File: config.mk
export PLATFORM = sky130hd
export DESIGN_NAME = vip_multi_sync_generation
export DESIGN_NICKNAME = d
export VERILOG_FILES = /design/src/rtl/vip_sync_pkg.sv /design/src/rtl/vip_sync_hv_counter.sv /design/src/rtl/vip_multi_sync_generation.sv
export SDC_FILE = /design/constraint.sdc
export NUM_CORES = 1
export LEC_CHECK = 0
export ABC_AREA = 1
export CAP_MARGIN = 20
export CORE_MARGIN = 3
export CORE_UTILIZATION = 34
export CTS_CLUSTER_DIAMETER = 100
export CTS_CLUSTER_SIZE = 20
export DETAILED_ROUTE_END_ITERATION = 7
export PLACE_DENSITY = 0.6
export SETUP_SLACK_MARGIN = 0.05
export SLEW_MARGIN = 20
export SYNTH_ARGS = -nofsm -noshare
export SYNTH_HDL_FRONTEND = slang
export SYNTH_HIERARCHICAL = 1
export SYNTH_SLANG_ARGS = --single-unit
File: constraint.sdc
create_clock -name clk -period 3.8 [get_ports clk]
set_input_delay 0.76 -clock clk [delete_from_list [all_inputs] [get_ports clk]]
set_output_delay 0.76 -clock clk [all_outputs]
set_load 0.03 [all_outputs]
File: src/rtl/vip_sync_pkg.sv
// vip_sync_pkg
// Shared constants and types for the multi-event sync generator.
//   - DEF_* : default widths used by vip_multi_sync_generation and its counter.
//   - raster_pos_t : (sub, h, v) raster position. It is sized to the widest
//     supported counters. Narrower instance counters are zero-extended into it.
package vip_sync_pkg;

    localparam int DEF_NUM_EVENTS = 2;
    localparam int DEF_H_WIDTH    = 14;
    localparam int DEF_V_WIDTH    = 13;
    localparam int DEF_SUB_WIDTH  = 2;
    localparam int DEF_PW_WIDTH   = 4;

    localparam int POS_SUB_W = 8;
    localparam int POS_H_W   = 16;
    localparam int POS_V_W   = 16;

    typedef struct packed {
        logic [POS_SUB_W-1:0] sub;
        logic [POS_H_W-1:0]   h;
        logic [POS_V_W-1:0]   v;
    } raster_pos_t;

endpackage

File: src/rtl/vip_sync_hv_counter.sv
// vip_sync_hv_counter
// Subsample / sample / line counter. It is used for the output raster and for
// the rate divider.
// Ports:
//   clk, rst  : clock, asynchronous active-high reset
//   sclr      : synchronous clear to (0,0,0). It has priority over enable.
//   enable    : advance qualifier
//   hd_sdn    : 1 = every enable advances h (sub held at 0)
//               0 = sub counts and h advances when sub wraps
//   h_total   : samples per line (count, or last index when TOTALS_MINUS_ONE)
//   v_total   : lines per frame (same encoding)
//   sub, h, v : current position
//   wrap      : combinational. High when h wraps on this cycle's advance.
module vip_sync_hv_counter
    import vip_sync_pkg::*;
#(
    parameter int H_WIDTH          = DEF_H_WIDTH,
    parameter int V_WIDTH          = DEF_V_WIDTH,
    parameter int SUB_WIDTH        = DEF_SUB_WIDTH,
    parameter int TOTALS_MINUS_ONE = 0
) (
    input  logic                 clk,
    input  logic                 rst,
    input  logic                 sclr,
    input  logic                 enable,
    input  logic                 hd_sdn,
    input  logic [H_WIDTH-1:0]   h_total,
    input  logic [V_WIDTH-1:0]   v_total,
    output logic [SUB_WIDTH-1:0] sub,
    output logic [H_WIDTH-1:0]   h,
    output logic [V_WIDTH-1:0]   v,
    output logic                 wrap
);

    logic [H_WIDTH-1:0] h_last;
    logic [V_WIDTH-1:0] v_last;
    logic               h_adv;
    logic               h_at_last;
    logic               v_at_last;

    // A total of 0 in count mode underflows to all-ones. This is accepted
    // behaviour.
    assign h_last    = (TOTALS_MINUS_ONE != 0) ? h_total : h_total - 1'b1;
    assign v_last    = (TOTALS_MINUS_ONE != 0) ? v_total : v_total - 1'b1;
    assign h_adv     = hd_sdn | (&sub);
    assign h_at_last = (h == h_last);
    assign v_at_last = (v == v_last);
    assign wrap      = ~sclr & enable & h_adv & h_at_last;

    always_ff @(posedge clk or posedge rst) begin
        if (rst) begin
            sub <= '0;
            h   <= '0;
            v   <= '0;
        end else if (sclr) begin
            sub <= '0;
            h   <= '0;
            v   <= '0;
        end else if (enable) begin
            if (hd_sdn) begin
                sub <= '0;
            end else begin
                sub <= sub + 1'b1;
            end
            if (h_adv) begin
                if (h_at_last) begin
                    h <= '0;
                    if (v_at_last) begin
                        v <= '0;
                    end else begin
                        v <= v + 1'b1;
                    end
                end else begin
                    h <= h + 1'b1;
                end
            end
        end
    end

endmodule

File: src/rtl/vip_multi_sync_generation.sv
// vip_multi_sync_generation
// Multi-event sync generator for the clocked-video output path. It tracks the
// output raster with its own counter, which realigns on each field-0 vsync.
// It emits NUM_EVENTS programmable pulses (event 0 = start of frame), a
// divided-rate strobe gated by event 0, and a lock flag.
// Ports:
//   clk, rst                     : clock, asynchronous active-high reset
//   clear_enable                 : drop tracking until the next field-0 vsync
//   enable_count                 : sample-clock qualifier
//   hd_sdn                       : 1 = one sample per qualified cycle
//   start_of_vsync, field_prediction : realign when vsync on field 0
//   interlaced                   : status only
//   total_sample_count(_valid)   : samples per line
//   total_line_count(_valid)     : lines per frame
//   stable                       : input timing stable
//   evt_sample/line/subsample    : per-event position, packed, event 0 in LSBs
//   evt_pulse_len                : per-event pulse width minus one
//   divider_value                : divider last index
//   output_enable                : output gate
//   evt, evt_locked, div         : outputs
module vip_multi_sync_generation
    import vip_sync_pkg::*;
#(
    parameter int NUM_EVENTS       = DEF_NUM_EVENTS,
    parameter int H_WIDTH          = DEF_H_WIDTH,
    parameter int V_WIDTH          = DEF_V_WIDTH,
    parameter int SUB_WIDTH        = DEF_SUB_WIDTH,
    parameter int PW_WIDTH         = DEF_PW_WIDTH,
    parameter int TOTALS_MINUS_ONE = 0
) (
    input  logic                            clk,
    input  logic                            rst,
    input  logic                            clear_enable,
    input  logic                            enable_count,
    input  logic                            hd_sdn,
    input  logic                            start_of_vsync,
    input  logic                            field_prediction,
    input  logic                            interlaced,
    input  logic [H_WIDTH-1:0]              total_sample_count,
    input  logic                            total_sample_count_valid,
    input  logic [V_WIDTH-1:0]              total_line_count,
    input  logic                            total_line_count_valid,
    input  logic                            stable,
    input  logic [NUM_EVENTS*H_WIDTH-1:0]   evt_sample,
    input  logic [NUM_EVENTS*V_WIDTH-1:0]   evt_line,
    input  logic [NUM_EVENTS*SUB_WIDTH-1:0] evt_subsample,
    input  logic [NUM_EVENTS*PW_WIDTH-1:0]  evt_pulse_len,
    input  logic [H_WIDTH-1:0]              divider_value,
    input  logic                            output_enable,
    output logic [NUM_EVENTS-1:0]           evt,
    output logic                            evt_locked,
    output logic                            div
);

    logic sov_f0;
    logic en_next;
    logic enable;
    logic enable_r;
    logic count;

    assign sov_f0  = start_of_vsync & ~field_prediction;
    assign en_next = stable & total_sample_count_valid;
    // A field-0 vsync re-arms tracking. Otherwise, once dropped, it stays down.
    assign enable  = sov_f0 ? en_next : (en_next & enable_r & ~clear_enable);
    assign count   = enable & enable_count;

    always_ff @(posedge clk or posedge rst) begin
        if (rst) begin
            enable_r <= 1'b0;
        end else begin
            enable_r <= enable;
        end
    end

    // ---- raster position ----
    logic [SUB_WIDTH-1:0] ras_sub;
    logic [H_WIDTH-1:0]   ras_h;
    logic [V_WIDTH-1:0]   ras_v;
    logic                 ras_wrap;
    raster_pos_t          rpos;

    vip_sync_hv_counter #(
        .H_WIDTH          (H_WIDTH),
        .V_WIDTH          (V_WIDTH),
        .SUB_WIDTH        (SUB_WIDTH),
        .TOTALS_MINUS_ONE (TOTALS_MINUS_ONE)
    ) u_raster (
        .clk     (clk),
        .rst     (rst),
        .sclr    (sov_f0),
        .enable  (count),
        .hd_sdn  (hd_sdn),
        .h_total (total_sample_count),
        .v_total (total_line_count),
        .sub     (ras_sub),
        .h       (ras_h),
        .v       (ras_v),
        .wrap    (ras_wrap)
    );

    always_comb begin
        rpos     = '0;
        rpos.sub = POS_SUB_W'(ras_sub);
        rpos.h   = POS_H_W'(ras_h);
        rpos.v   = POS_V_W'(ras_v);
    end

    // ---- shadow configuration ----
    // The shadows reload while tracking is down or on a field-0 vsync. This
    // means a mid-frame change lands cleanly at the next frame start.
    logic [NUM_EVENTS*H_WIDTH-1:0]   sh_sample;
    logic [NUM_EVENTS*V_WIDTH-1:0]   sh_line;
    logic [NUM_EVENTS*SUB_WIDTH-1:0] sh_sub;
    logic [NUM_EVENTS*PW_WIDTH-1:0]  sh_len;
    logic [H_WIDTH-1:0]              sh_div;

    always_ff @(posedge clk or posedge rst) begin
        if (rst) begin
            sh_sample <= '0;
            sh_line   <= '0;
            sh_sub    <= '0;
            sh_len    <= '0;
            sh_div    <= '0;
        end else if (~enable | sov_f0) begin
            sh_sample <= evt_sample;
            sh_line   <= evt_line;
            sh_sub    <= evt_subsample;
            sh_len    <= evt_pulse_len;
            sh_div    <= divider_value;
        end
    end

    // ---- event matchers and pulse stretchers ----
    logic [NUM_EVENTS-1:0] match;

    for (genvar i = 0; i < NUM_EVENTS; i++) begin : g_evt
        logic [H_WIDTH-1:0]   e_h;
        logic [V_WIDTH-1:0]   e_v;
        logic [SUB_WIDTH-1:0] e_sub;
        logic [PW_WIDTH-1:0]  e_len;
        logic [PW_WIDTH-1:0]  pc;
        logic                 evt_q;

        assign e_h   = sh_sample[i*H_WIDTH +: H_WIDTH];
        assign e_v   = sh_line[i*V_WIDTH +: V_WIDTH];
        assign e_sub = sh_sub[i*SUB_WIDTH +: SUB_WIDTH];
        assign e_len = sh_len[i*PW_WIDTH +: PW_WIDTH];

        assign match[i] = count
                        & (hd_sdn | (POS_SUB_W'(e_sub) == rpos.sub))
                        & (POS_H_W'(e_h) == rpos.h)
                        & (POS_V_W'(e_v) == rpos.v);

        // A running pulse ignores new matches, so it is never retriggered or
        // stretched.
        always_ff @(posedge clk or posedge rst) begin
            if (rst) begin
                evt_q <= 1'b0;
                pc    <= '0;
            end else if (!output_enable) begin
                evt_q <= 1'b0;
                pc    <= '0;
            end else if (pc == '0) begin
                if (match[i]) begin
                    evt_q <= 1'b1;
                    pc    <= e_len;
                end else begin
                    evt_q <= 1'b0;
                end
            end else begin
                pc <= pc - 1'b1;
            end
        end

        assign evt[i] = evt_q;
    end

    // ---- divider, armed by the first start-of-frame event ----
    logic       match0_r;
    logic       first_evt;
    logic       div_wrap;
    logic       div_sub;
    logic [H_WIDTH-1:0] div_h;
    logic       div_v;

    always_ff @(posedge clk or posedge rst) begin
        if (rst) begin
            match0_r  <= 1'b0;
            first_evt <= 1'b0;
        end else begin
            match0_r <= match[0];
            if (!output_enable) begin
                first_evt <= 1'b0;
            end else begin
                first_evt <= enable & (match[0] | first_evt);
            end
        end
    end

    // The divider reuses the counter in hd mode, with the last index taken
    // directly from divider_value and a single-line frame. Each start of
    // frame realigns it one cycle later.
    vip_sync_hv_counter #(
        .H_WIDTH          (H_WIDTH),
        .V_WIDTH          (1),
        .SUB_WIDTH        (1),
        .TOTALS_MINUS_ONE (1)
    ) u_divider (
        .clk     (clk),
        .rst     (rst),
        .sclr    (match0_r | ~output_enable),
        .enable  (count & first_evt),
        .hd_sdn  (1'b1),
        .h_total (sh_div),
        .v_total (1'b0),
        .sub     (div_sub),
        .h       (div_h),
        .v       (div_v),
        .wrap    (div_wrap)
    );

    // ---- registered outputs ----
    always_ff @(posedge clk or posedge rst) begin
        if (rst) begin
            div        <= 1'b0;
            evt_locked <= 1'b0;
        end else begin
            div        <= output_enable & div_wrap;
            evt_locked <= output_enable & enable & total_line_count_valid;
        end
    end

    logic unused_sigs;
    assign unused_sigs = ^{interlaced, ras_wrap, div_sub, div_h, div_v};

endmodule

* Yosys cells after proc, flatten, opt, wreduce, memory -nomap -nowiden
Index checks and enable logic that the tools add are counted. W data, S select, Z words.
Word-level totals: bits in registers 138, input port bits 119, logic and storage cells 106
Operators by class: $add $sub $neg 8, eq/ne operators 13, multiplexer cells 29, bitwise operators 29, reduce and logical (&&, ||, !) cells 9
Operators with widths (count):
- $mux W14 | 7
- $mux W13 | 5
- $eq A14 B14 Y1 | 4
- $eq A13 B13 Y1 | 3
- $add A14 B1 Y14 const B | 2
- $mux W4 | 6
- $and A1 B1 Y1 | 18
- $sub A14 B1 Y14 const B | 1
- $add A13 B1 Y13 const B | 1
- $sub A13 B1 Y13 const B | 1
- $logic_not A4 Y1 | 2
- $mux W1 | 8
- $reduce_bool A2 Y1 | 4
- $sub A4 B1 Y4 const B | 2
- $mux W2 | 3
- $ne A3 B3 Y1 const B | 2
- $or A1 B1 Y1 | 6
- $not A1 Y1 | 5
- $eq A2 B2 Y1 | 2
- $ne A2 B1 Y1 const B | 2
- $reduce_and A2 Y1 | 2
- $reduce_and A3 Y1 | 1
- $add A2 B1 Y2 const B | 1

* Logic depth before layout (Yosys ltp)
Gate-level depths: netlist (run 1).
depth after elaboration 11, depth in mapped cells 16

* Modules after synthesis
The synthesis (run 1) kept the hierarchy.
Modules (own cells, without submodules):
- vip_multi_sync_generation | instances 1, cells an instance 553, area each 4982.3 um2
- vip_sync_hv_counter (u_raster) | instances 1, cells an instance 440, area each 2773.9 um2
- vip_sync_hv_counter (u_divider) | instances 1, cells an instance 184, area each 1156.1 um2

* Least setup slack after synthesis (run 1)
OpenSTA, ideal clock, no wires.
path type in2reg, from in total_sample_count[0], to reg u_raster.v[5], setup time 0.118 ns, data arrival time 2.153 ns, data required time 3.682 ns, path slack 1.529 ns, stages 13, cell sequence inv_2 -> ha_1 -> nand3_2 -> nor2_4 -> xor2_1 -> nand2_1 -> nor2_1 -> nand3_2 -> nand2_4 -> nand2_4 -> buf_6 -> nand2_1 -> nand2_1
Between the ends: longest elaborated chain between the ends 4
RTL lines:
- start: declaration | RTL line vip_multi_sync_generation.sv:39 | input logic [H_WIDTH-1:0] total_sample_count,
- $sub A14 B1 Y14 | RTL line vip_sync_hv_counter.sv:43 | assign h_last = (TOTALS_MINUS_ONE != 0) ? h_total : h_total - 1'b1;
- $eq A14 B14 Y1 | RTL line vip_sync_hv_counter.sv:46 | assign h_at_last = (h == h_last);
- $reduce_bool A2 Y1 (no line)
- $reduce_and A3 Y1 (no line)
- end signal: assignment | RTL line vip_sync_hv_counter.sv:71 | v <= v + 1'b1;
- end: declaration | RTL line vip_sync_hv_counter.sv:31 | output logic [V_WIDTH-1:0] v,
No other way between the ends. A chain may end at the register's enable or synchronous reset.

* Final worst setup path (run 1)
from in total_line_count[0], to reg u_raster.v[6]
Between the ends: longest elaborated chain between the ends 7
RTL lines:
- start: declaration | RTL line vip_multi_sync_generation.sv:41 | input logic [V_WIDTH-1:0] total_line_count,
- $sub A13 B1 Y13 | RTL line vip_sync_hv_counter.sv:44 | assign v_last = (TOTALS_MINUS_ONE != 0) ? v_total : v_total - 1'b1;
- $eq A13 B13 Y1 | RTL line vip_sync_hv_counter.sv:47 | assign v_at_last = (v == v_last);
- $mux W13 | RTL line vip_sync_hv_counter.sv:68 | if (v_at_last) begin
- $mux W13 | RTL line vip_sync_hv_counter.sv:66 | if (h_at_last) begin
- $mux W13 | RTL line vip_sync_hv_counter.sv:65 | if (h_adv) begin
- $mux W13 | RTL line vip_sync_hv_counter.sv:59 | end else if (enable) begin
- $mux W13 | RTL line vip_sync_hv_counter.sv:55 | end else if (sclr) begin
No other way between the ends. The select of a mux whose other input is x is not followed.

==> impl_summary.log, run 1 <==
INFO  metric cts_hold_buffers = 0
INFO  metric synthesis.instances = 1169
INFO  metric cp_common_cell = sky130_fd_sc_hd__nand3_1
INFO  metric viasPerCell = approximately 4.6
INFO  metric totalWireLength = 22.63 mm
INFO  metric sequential_cell_area = 3478 um2
INFO  metric mostFrequentLayoutCell = sky130_fd_sc_hd__nand2_1
INFO  metric rsz0062_at_grt = no
INFO  metric critical_path.slowest_cell = sky130_fd_sc_hd__clkdlybuf4s50_1
INFO  metric detail_route.drc_violations = 0
INFO  metric antenna_cells_inserted = 0
INFO  metric min_path_type = flop to flop
INFO  metric post_route_cells_drive_above_1_share = 9.119%
INFO  metric max_freq = between 300 and 400 MHz
INFO  metric drtPass1Iterations = 5
INFO  metric grtUsageMet3 = under 10%
INFO  metric clock_tree.root_cell = sky130_fd_sc_hd__clkbuf_16
INFO  metric p_total = roughly 4.1 mW
INFO  metric groute.usage.overall = 16.14%
INFO  metric timing.critical_path.from_type = primary input
INFO  metric global_route.overflow_total = 0
INFO  metric timing.critical_path.slowest_cell_delay = 0.51 ns
INFO  metric pin_count_of_the_biggest_net_entering_global_routing = 53
INFO  metric numPortBuffers = 121
INFO  metric yosys_warnings = 6
INFO  metric area_taken_by_multi_input_logic_gates = 4513 um2
INFO  metric peakVddDrop = ~0.29 mV
INFO  metric rr_startpoint = enable_r
INFO  metric area_growth = 23.59%
INFO  metric detail_route.wl_per_cell = 13.84 um
INFO  metric layoutNonFillerInstCount = 1635
INFO  metric number_of_violations_reported_at_the_end_of_detailed_routing_iteration_0 = 432
INFO  metric ctsResizeCount = 0
INFO  metric holdPathStages = 2
INFO  metric syn-cell-area = about 8900 um2
INFO  metric groute.layer.met2.usage = approximately a quarter
INFO  metric placed_area = 10390 um2
INFO  metric design.die.area = between 20000 and 30000 um2
INFO  metric regToRegEndpoint = u_divider/h[13]
INFO  metric final.period_utilization = 70.67%
INFO  metric route.antenna.remaining_nets = 0
INFO  metric timing.critical_path.cells = clkdlybuf4s50_1 > inv_1 > ha_1 > or2_2 > nand3_1 > nand3_1 > nor2_1 > nand4_1 > nor2_2 > nor2_1 > nand3_1 > nand2_1
INFO  metric worst_skew_pair.late_latency = ~0.42 ns
INFO  metric leakage = about 5.4 nW
INFO  metric hold_path_end = g_evt[0].evt_q
INFO  metric grt_use_met1 = 23.03%
INFO  metric pwr_density_cell = about 370 nW/um2
INFO  metric timing.slew.headroom = 54.46%
INFO  metric status = finished, final reports clean
INFO  metric postLayoutCellArea = 10950 um2
INFO  metric cts_num_sinks = 139
INFO  metric finalWeightedCongestion = approximately 0.86
INFO  metric finalWorstPathRequiredPeriod = 2.685 ns
INFO  metric cts_made_buffers = 17
INFO  metric die_height = 167.4 um
INFO  metric global_route_wire_length_before_repair = around 37 mm
INFO  metric timing.clock.skew = 0.01193 ns
INFO  metric cap_violations = 0
INFO  metric first_global_vias = 7030
INFO  metric synthesized_area_per_cell = 7.576 um2
INFO  metric busiest_layer = met2
INFO  metric core-area = 25400 um2
INFO  metric tritoncts = yes
INFO  metric ctsLongestPathBuffers = 2
INFO  metric final_hold_viol_count = 0
INFO  metric setup.worst_path.class = primary input to flop
INFO  metric num-fill-cells = 2611
INFO  metric numPlacedInstances = 1604
INFO  metric grt_antenna_before_repair = 0
INFO  metric ioPinCount = between 100 and 150
INFO  metric vias = between 7000 and 8000
INFO  metric setup_viol_count_final = 0
INFO  metric cts.repair_timing.setup_buffer_count = 0
INFO  metric slew_viol_final = 0
INFO  metric rrSetupSlack = 1.72 ns
INFO  metric crit_fanout = 13
INFO  metric timing.setup.tns = 0 ns
INFO  metric hold_path_startpoint = g_evt[0].evt_q
INFO  metric worstPathRequired = ~4 ns
INFO  metric cp-end-kind = flop
INFO  metric core.rowCount = 58
INFO  metric detailed_place_hpwl = 16.73 mm
INFO  metric num-nets-final = between 1000 and 1500
INFO  metric worstRegToRegCells = 13
INFO  metric die_width = 167.4 um
INFO  metric worst_pin_slew = 0.6832 ns
INFO  metric floorplan.initialDensity = a little over a third
INFO  metric timing.critical_path.arrival = slightly below 3 ns
INFO  metric cts.reportedPaths.clkPinSlew = 0.06 ns
INFO  metric layout_common_cells = sky130_fd_sc_hd__nand2_1, sky130_fd_sc_hd__inv_1, sky130_fd_sc_hd__dfrtp_1, sky130_fd_sc_hd__clkdlybuf4s50_1, sky130_fd_sc_hd__nor2_1
INFO  metric cts_max_level = 4
state kept, by name (all words and copies together), names as in the netlist:
| name | count |
|---|---|
| first_evt | 1 |
| evt_locked | 1 |
| match0_r | 1 |
| sh_line | 26 |
| sh_len | 8 |
| div | 1 |
| sh_sample | 28 |
| sh_sub | 4 |
| u_raster/sub | 2 |
| sh_div | 14 |
| g_evt.evt_q | 2 |
| u_divider/sub | 1 |
| g_evt.pc | 8 |
| u_divider/h | 14 |
| enable_r | 1 |
| u_raster/h | 14 |
| u_raster/v | 13 |
metal layers:
metal	vias to the layer above	wire length, um
met4	0	294
met5	-	0
li1	3862	-
met2	194	10300
met3	17	1070
met1	3449	10970
worst max-delay path: cells and delay by family:
kind / cells / cell delay [ns]
fa+ha+maj: 1 / 0.28
buf+inv: 2 / 0.58
simple gates: 9 / 1.36
how the worst max path moves through the flow:
| stage | startpoint | end | slack, ns |
|---|---|---|---|
| 2_1_floorplan | rst | div | 0.56 |
| 6_report | total_line_count[0] | u_raster/v[6] | 1.11 |
| 5_1_grt | total_sample_count[0] | u_raster/v[6] | 0.86 |
| 3_3_place_gp | total_line_count[0] | u_raster/v[5] | 0.71 |
| 3_5_place_dp | total_line_count[0] | u_raster/v[6] | 0.68 |
| 4_1_cts | total_line_count[0] | u_raster/v[6] | 1.12 |
power breakdown:
part | internal, mW | switching (mW) | leakage [nW] | total (mW)
combinational | 0.367 | 0.408 | 3.42 | 0.776
sequential | 1.59 | 0.0892 | 1.75 | 1.68
clock | 0.959 | 0.652 | 0.269 | 1.61
cell type report:
type                       instances  area share [%]
timing repair buffer             128           11.89
clock inverter                    12           1.143
multi-input combinational        826           41.23
inverter                         181           6.230
sequential                       139           31.78
tap                              330           3.772
clock buffer                      19           3.955
per-stage QoR:
stage | setup WS (ns) | utilization [%] | hold slack (ns)
floorplan | 0.5630 | - | 0.4600
global placement | 0.7125 | 40.90 | 0.4928
detailed placement | 0.6802 | 40.90 | 0.4896
CTS | 1.116 | 43.09 | 0.5057
global route | 0.8630 | 43.09 | 0.5278
finish | 1.115 | 43.09 | 0.5029
Power figures use the tool's default switching activity.
==> inputs of run 2 (changes only) <==
==> constraint.sdc (replaced) <==
create_clock -name clk -period 2.5 [get_ports clk]
set_input_delay 0.5 -clock clk [delete_from_list [all_inputs] [get_ports clk]]
set_output_delay 0.5 -clock clk [all_outputs]
set_load 0.03 [all_outputs]
==> impl_summary.log, run 2 (same netlist as run 1, synthesis figures left out) <==
INFO  metric cts_made_buffers = 17 (unchanged)
INFO  metric crit_fanout = 13 (unchanged)
INFO  metric cap_violations = 0 (unchanged)
INFO  metric timing.critical_path.cells = clkdlybuf4s50_1 > inv_1 > ha_1 > nand3_2 > nor2_4 > xor2_1 > nand2_1 > nor2_1 > nand3_2 > nand2_4 > nand2_4 > nand2_1 > nand2_1
INFO  metric rsz0062_at_grt = no
INFO  metric first_global_vias = 7349 (+4.5%)
INFO  metric worst_pin_slew = 0.6202 ns (-0.06296 ns)
INFO  metric pwr_density_cell = 568.3 nW/um2 (+53%)
INFO  metric max_freq = 463.5 MHz
INFO  metric postLayoutCellArea = 11220 um2 (+2.5%)
INFO  metric timing.critical_path.arrival = 2.46 ns (-0.52 ns)
INFO  metric global_route_wire_length_before_repair = 36.99 mm (+1.3%)
INFO  metric layoutNonFillerInstCount = 1658 (+1.4%)
INFO  metric timing.slew.headroom = 58.61% (+4.2 points)
INFO  metric status = finished, final reports clean
INFO  metric hold_path_startpoint = g_evt[0].evt_q
INFO  metric number_of_violations_reported_at_the_end_of_detailed_routing_iteration_0 = 452 (+4.6%)
INFO  metric die_width = 167.4 um (unchanged)
INFO  metric totalWireLength = 22.77 mm (+0.59%)
INFO  metric net-switching-power = 1.742 mW (+52%)
INFO  metric die_height = 167.4 um (unchanged)
INFO  metric numPlacedInstances = 1626 (+1.4%)
INFO  metric detailedPlace.worstSlack = -0.08070 ns (-0.7609 ns)
INFO  metric groute.usage.overall = 16.41% (+0.26 points)
INFO  metric detail_route.drc_violations = 0 (unchanged)
INFO  metric peakVddDrop = 0.4569 mV (+56%)
INFO  metric cp-end-kind = flop
INFO  metric cts_max_level = 4 (unchanged)
INFO  metric vias = 7584 (+0.82%)
INFO  metric leakage = 5.571 nW (+2.6%)
INFO  metric finalWeightedCongestion = 0.8613 (+0.26%)
INFO  metric pwr-share-comb = 19.0% (about the same)
INFO  metric critical_path.slowest_cell = sky130_fd_sc_hd__clkdlybuf4s50_1
INFO  metric area_growth = 26.66%
INFO  metric core-area = 25400 um2 (unchanged)
INFO  metric final_hold_viol_count = 0 (unchanged)
INFO  metric finalWorstPathRequiredPeriod = 2.157 ns
INFO  metric critPathBufInv = 2 (unchanged)
INFO  metric design.die.area = 28020 um2 (unchanged)
INFO  metric ctsResizeCount = 0 (unchanged)
INFO  metric route.antenna.remaining_nets = 0 (unchanged)
INFO  metric placed_area = 10600 um2 (+2.1%)
INFO  metric global_route.overflow_total = 0 (unchanged)
INFO  metric cts_num_sinks = 139 (unchanged)
INFO  metric detail_route.wl_per_cell = 13.73 um (-0.80%)
INFO  metric core.rowCount = 58 (unchanged)
INFO  metric setup.worst_path.class = primary input to flop
INFO  metric worst_skew_pair.late_latency = 0.42 ns (about the same)
INFO  metric drtPass1Iterations = 5 (unchanged)
INFO  metric viasPerCell = 4.574 (-0.57%)
INFO  metric num-fill-cells = 2576 (-1.3%)
INFO  metric p_total = 6.374 mW (+57%)
INFO  metric cp_common_cell = sky130_fd_sc_hd__nand2_1
INFO  metric ctsLongestPathBuffers = 2 (unchanged)
INFO  metric final.period_utilization = about 86%
INFO  metric cts_hold_buffers = 0 (unchanged)
INFO  metric largestRegisters = sh_sample: 28 flops, sh_line: 26 flops
INFO  metric rr_startpoint = u_raster/h[1]
INFO  metric fin_worst_hold_slack = 0.4879 ns (-0.01494 ns)
INFO  metric slew_viol_final = 0 (unchanged)
INFO  metric pin_count_of_the_biggest_net_entering_global_routing = 74 (+40%)
INFO  metric timing.setup.tns = 0 ns (unchanged)
INFO  metric postLayoutCoreUtil = 44.16% (+1.1 points)
INFO  metric detailed_place_hpwl = 17.05 mm (+1.9%)
INFO  metric cts.repair_timing.setup_buffer_count = 0 (unchanged)
INFO  metric netSwitchingFraction = 27.33% (-0.96 points)
INFO  metric cts.reportedPaths.clkPinSlew = 0.06 ns (about the same)
INFO  metric post_route_cells_drive_above_1_share = 10.78% (+1.7 points)
INFO  metric timing.clock.skew = 0.01251 ns (+0.0005852 ns)
INFO  metric worstPathRequired = 2.80 ns (-1.30 ns)
INFO  metric clock_tree.root_cell = sky130_fd_sc_hd__clkbuf_16
INFO  metric ioPinCount = 123 (unchanged)
INFO  metric num-nets-final = 1444 (+1.5%)
INFO  metric final.setup.worst_slack = 0.3426 ns (-0.7719 ns)
INFO  metric critical_path.startpoint = total_sample_count[1]
INFO  metric floorplan.initialDensity = 34.87% (unchanged)
INFO  metric cell_internal_pwr = 4.632 mW (+59%)
INFO  metric timing.critical_path.slowest_cell_delay = 0.46 ns (-0.05 ns)
INFO  metric min_path_type = flop to flop
INFO  metric grt_antenna_before_repair = 1 (+1)
INFO  metric max_flop_register = sh_sample
INFO  metric tritoncts = yes
INFO  metric numPortBuffers = 121 (unchanged)
INFO  metric power.sequential.fraction = 40.0% (-1.3 points)
INFO  metric mostFrequentLayoutCell = sky130_fd_sc_hd__nand2_1
INFO  metric layout_common_cells = sky130_fd_sc_hd__nand2_1, sky130_fd_sc_hd__inv_1, sky130_fd_sc_hd__dfrtp_1, sky130_fd_sc_hd__clkdlybuf4s50_1, sky130_fd_sc_hd__nor2_1
INFO  metric power_frac_clock = 41.0% (+1.3 points)
INFO  metric cell_family_with_most_cp_delay = simple AND/OR/NAND/NOR gates
INFO  metric setup_viol_count_final = 0 (unchanged)
INFO  metric largest_register_ff_count = 28 (unchanged)
INFO  metric timing.critical_path.from_type = primary input
[run 2: final cells by class]
| type | instances | area (um2) | share of cell area [%] |
|---|---|---|---|
| multi-input cells | 826 | 4513 | 40.23 |
| inverters | 181 | 683.2 | 6.090 |
| flip-flops and latches | 139 | 3478 | 31.01 |
| clock buffers | 20 | 466.7 | 4.161 |
| well taps | 330 | 412.9 | 3.681 |
| clock inverters | 11 | 143.9 | 1.283 |
| diodes | 1 | 2.502 | 0.02231 |
| repair buffers | 150 | 1516 | 13.52 |
[run 2: worst paths after layout]
kind | endpoint | slack (ns) | cells past startpoint
hold reg to reg | g_evt[0].evt_q | 0.49 | 2
hold / removal | g_evt[0].evt_q | 0.49 | 2
setup reg to reg | u_raster/h[12] | 0.52 | 9
min in group asynchronous | u_divider/h[2] | 0.62 | 2
max in group asynchronous | u_divider/h[0] | 1.47 | 2
setup / recovery | u_raster/v[1] | 0.34 | 13
[run 2: worst min-delay path: stages (launching register included)]
cell	delay [ns]
sky130_fd_sc_hd__dfrtp_1	0.34
sky130_fd_sc_hd__nand2_1	0.05
sky130_fd_sc_hd__o21ai_1	0.06
[run 2: power groups by stage]
stage | logic [mW] | registers (mW) | clock network (mW)
2_1_floorplan | 0.807 | 2.54 | 0
3_3_place_gp | 1.18 | 2.58 | 0
3_5_place_dp | 1.21 | 2.59 | 0
4_1_cts | 1.22 | 2.55 | 2.69
5_1_grt | 1.37 | 2.57 | 2.80
6_report | 1.21 | 2.55 | 2.62
[run 2: metal layers]
| layer | vias to the layer above | routed length, um | track usage [%] |
|---|---|---|---|
| li1 | 3916 | - | - |
| met1 | 3474 | 10840 | 22.20 |
| met2 | 170 | 10460 | 26.61 |
| met3 | 24 | 1021 | 3.565 |
| met4 | 0 | 440 | 4.625 |
| met5 | - | 0 | 0 |
==> inputs of run 3 (changes only) <==
--- a/config.mk
+++ b/config.mk
@@ -12,6 +12,7 @@
 export CTS_CLUSTER_DIAMETER = 100
 export CTS_CLUSTER_SIZE = 20
 export DETAILED_ROUTE_END_ITERATION = 7
+export GPL_ROUTABILITY_DRIVEN = 0
 export PLACE_DENSITY = 0.6
 export SETUP_SLACK_MARGIN = 0.05
 export SLEW_MARGIN = 20
==> impl_summary.log, run 3 (same netlist as run 1, synthesis figures left out) <==
INFO  metric global_route_wire_length_before_repair = 37.01 mm (about the same)
INFO  metric totalWireLength = 22.78 mm (about the same)
INFO  metric num-nets-final = 1445 (+0.069%)
INFO  metric tritoncts = yes
INFO  metric worstPathRequired = 2.80 ns (about the same)
INFO  metric max_flop_register = sh_sample
INFO  metric cap_violations = 0 (unchanged)
INFO  metric layout_common_cells = sky130_fd_sc_hd__nand2_1, sky130_fd_sc_hd__inv_1, sky130_fd_sc_hd__dfrtp_1, sky130_fd_sc_hd__clkdlybuf4s50_1, sky130_fd_sc_hd__nor2_1
INFO  metric pwr_density_cell = 579.7 nW/um2 (+2.0%)
INFO  metric timing.critical_path.arrival = 2.49 ns (+0.03 ns)
INFO  metric finalWorstPathRequiredPeriod = 2.184 ns (+0.02670 ns)
INFO  metric cp-end-kind = flop
INFO  metric groute.usage.overall = 16.34% (-0.071 points)
INFO  metric ioPinCount = 123 (unchanged)
INFO  metric core-area = 25400 um2 (unchanged)
INFO  metric worst_pin_slew = 0.6201 ns (-0.0001321 ns)
INFO  metric slew_viol_final = 0 (unchanged)
INFO  metric leakage = 5.597 nW (+0.46%)
INFO  metric antenna_cells_inserted = 0 (-1)
INFO  metric final.period_utilization = 87.36% (+1.1 points)
INFO  metric post_route_cells_drive_above_1_share = 10.76% (-0.016 points)
INFO  metric pin_count_of_the_biggest_net_entering_global_routing = 64 (-14%)
INFO  metric min_path_type = flop to flop
INFO  metric clock_tree.root_cell = sky130_fd_sc_hd__clkbuf_16
INFO  metric drtPass1Iterations = 6 (+1)
INFO  metric area_growth = 27.11%
INFO  metric detail_route.drc_violations = 0 (unchanged)
INFO  metric largestRegisters = sh_sample: 28 flops, sh_line: 26 flops
INFO  metric postLayoutCellArea = 11260 um2 (+0.36%)
INFO  metric first_global_vias = 7477 (+1.7%)
INFO  metric global_route.overflow_total = 0 (unchanged)
INFO  metric setup.worst_path.class = primary input to flop
INFO  metric largest_register_ff_count = 28 (unchanged)
INFO  metric fin_worst_hold_slack = 0.4972 ns (+0.009308 ns)
INFO  metric die_height = 167.4 um (unchanged)
INFO  metric cts_made_buffers = 17 (unchanged)
INFO  metric cts_max_level = 4 (unchanged)
INFO  metric cts_hold_buffers = 0 (unchanged)
INFO  metric design.die.area = 28020 um2 (unchanged)
INFO  metric floorplan.initialDensity = 34.87% (unchanged)
INFO  metric rsz0062_at_grt = no
INFO  metric detail_route.wl_per_cell = 13.73 um (about the same)
INFO  metric cts.repair_timing.setup_buffer_count = 0 (unchanged)
INFO  metric num-fill-cells = 2556 (-0.78%)
INFO  metric crit_fanout = 13 (unchanged)
INFO  metric cts.reportedPaths.clkPinSlew = 0.06 ns (about the same)
INFO  metric viasPerCell = 4.624 (+1.1%)
INFO  metric route.antenna.remaining_nets = 0 (unchanged)
INFO  metric die_width = 167.4 um (unchanged)
INFO  metric core.rowCount = 58 (unchanged)
INFO  metric timing.slew.headroom = 58.62% (about the same)
INFO  metric detailed_place_hpwl = 17.07 mm (about the same)
INFO  metric mostFrequentLayoutCell = sky130_fd_sc_hd__nand2_1
INFO  metric numPortBuffers = 121 (unchanged)
INFO  metric status = finished, final reports clean
INFO  metric cts_num_sinks = 139 (unchanged)
INFO  metric max_freq = 457.9 MHz (-1.2%)
INFO  metric placed_area = 10610 um2 (about the same)
INFO  metric vias = 7671 (+1.1%)
INFO  metric ctsResizeCount = 0 (unchanged)
INFO  metric number_of_violations_reported_at_the_end_of_detailed_routing_iteration_0 = 493 (+9.1%)
INFO  metric timing.critical_path.from_type = primary input
INFO  metric timing.clock.skew = 0.008046 ns (-0.004465 ns)
INFO  metric setup_viol_count_final = 0 (unchanged)
INFO  metric worst_skew_pair.late_latency = 0.42 ns (about the same)
INFO  metric peakVddDrop = 0.5002 mV (+9.5%)
INFO  metric ctsLongestPathBuffers = 2 (unchanged)
INFO  metric final_hold_viol_count = 0 (unchanged)
INFO  metric grt_antenna_before_repair = 0 (-1)
[run 3: changes by cell type in the layout (fill, tap and decap cells not counted)]
| cell | change |
|---|---|
| sky130_fd_sc_hd__clkbuf_1 | +2 |
| sky130_fd_sc_hd__clkinv_2 | -2 |
| sky130_fd_sc_hd__clkinvlp_4 | -2 |
| sky130_fd_sc_hd__inv_6 | +2 |
| sky130_fd_sc_hd__buf_4 | +1 |
| sky130_fd_sc_hd__bufinv_16 | +1 |
| sky130_fd_sc_hd__clkbuf_8 | +1 |
| sky130_fd_sc_hd__clkinv_4 | -1 |
| sky130_fd_sc_hd__diode_2 | -1 |
[run 3: final timing paths]
check / slack (ns) / to / cells past startpoint / from
max in group asynchronous: 1.50 / u_divider/h[5] / 2 / rst
hold reg to reg: 0.50 / g_evt[0].evt_q / 2 / g_evt[0].evt_q
hold / removal: 0.50 / g_evt[0].evt_q / 2 / g_evt[0].evt_q
setup reg to reg: 0.55 / u_raster/h[12] / 9 / u_raster/h[1]
setup / recovery: 0.32 / u_raster/v[9] / 13 / total_sample_count[1]
min in group asynchronous: 0.60 / u_divider/h[13] / 2 / rst
[run 3: report_power, final]
group / internal [mW] / switching (mW) / leakage, nW
Combinational: 0.582 / 0.623 / 3.54
Sequential: 2.41 / 0.137 / 1.75
Clock: 1.78 / 0.988 / 0.310
[run 3: final cells by class]
type,count,area [um2],share of cell area (%)
inverter,181,683.2,6.069
tap,330,412.9,3.668
multi-input combinational,826,4513,40.09
clock buffer,23,488.0,4.335
sequential,139,3478,30.90
timing repair buffer,151,1524,13.54
clock inverter,9,157.7,1.400
[run 3: stage by stage]
step	cells	utilization [%]	power, mW	setup WS [ns]	TNS (ns)
after CTS	1659	44.32	6.586	0.3654	0
after detailed placement	1627	41.78	3.790	-0.08449	-1.582
after floorplan	1170	-	3.352	0.5031	0
final	1659	44.32	6.525	0.3159	0
after global placement	1627	41.78	3.765	-0.04200	-0.6214
after global routing	1659	44.32	6.862	0.1159	0
[run 3: worst max-delay path, cell delays in order]
cell and delay (ns):
sky130_fd_sc_hd__clkdlybuf4s50_1 0.46, sky130_fd_sc_hd__inv_1 0.08, sky130_fd_sc_hd__ha_1 0.21, sky130_fd_sc_hd__nand3_2 0.14, sky130_fd_sc_hd__nor2_4 0.18, sky130_fd_sc_hd__xor2_1 0.16, sky130_fd_sc_hd__nand2_1 0.06, sky130_fd_sc_hd__nor2_1 0.14
sky130_fd_sc_hd__nand3_2 0.15, sky130_fd_sc_hd__nand2_4 0.13, sky130_fd_sc_hd__nand2_4 0.13, sky130_fd_sc_hd__nand2_1 0.09, sky130_fd_sc_hd__nand2_1 0.06
[run 3: layer usage]
| metal | global-route usage (%) | share of wire (%) | up-vias | routed length, um |
|---|---|---|---|---|
| met5 | 0 | 0 | - | 0 |
| met4 | 5.905 | 2.5 | 0 | 568 |
| met3 | 2.951 | 4.2 | 34 | 967 |
| met2 | 26.35 | 46 | 183 | 10450 |
| met1 | 22.07 | 47 | 3540 | 10800 |
| li1 | - | - | 3914 | - |
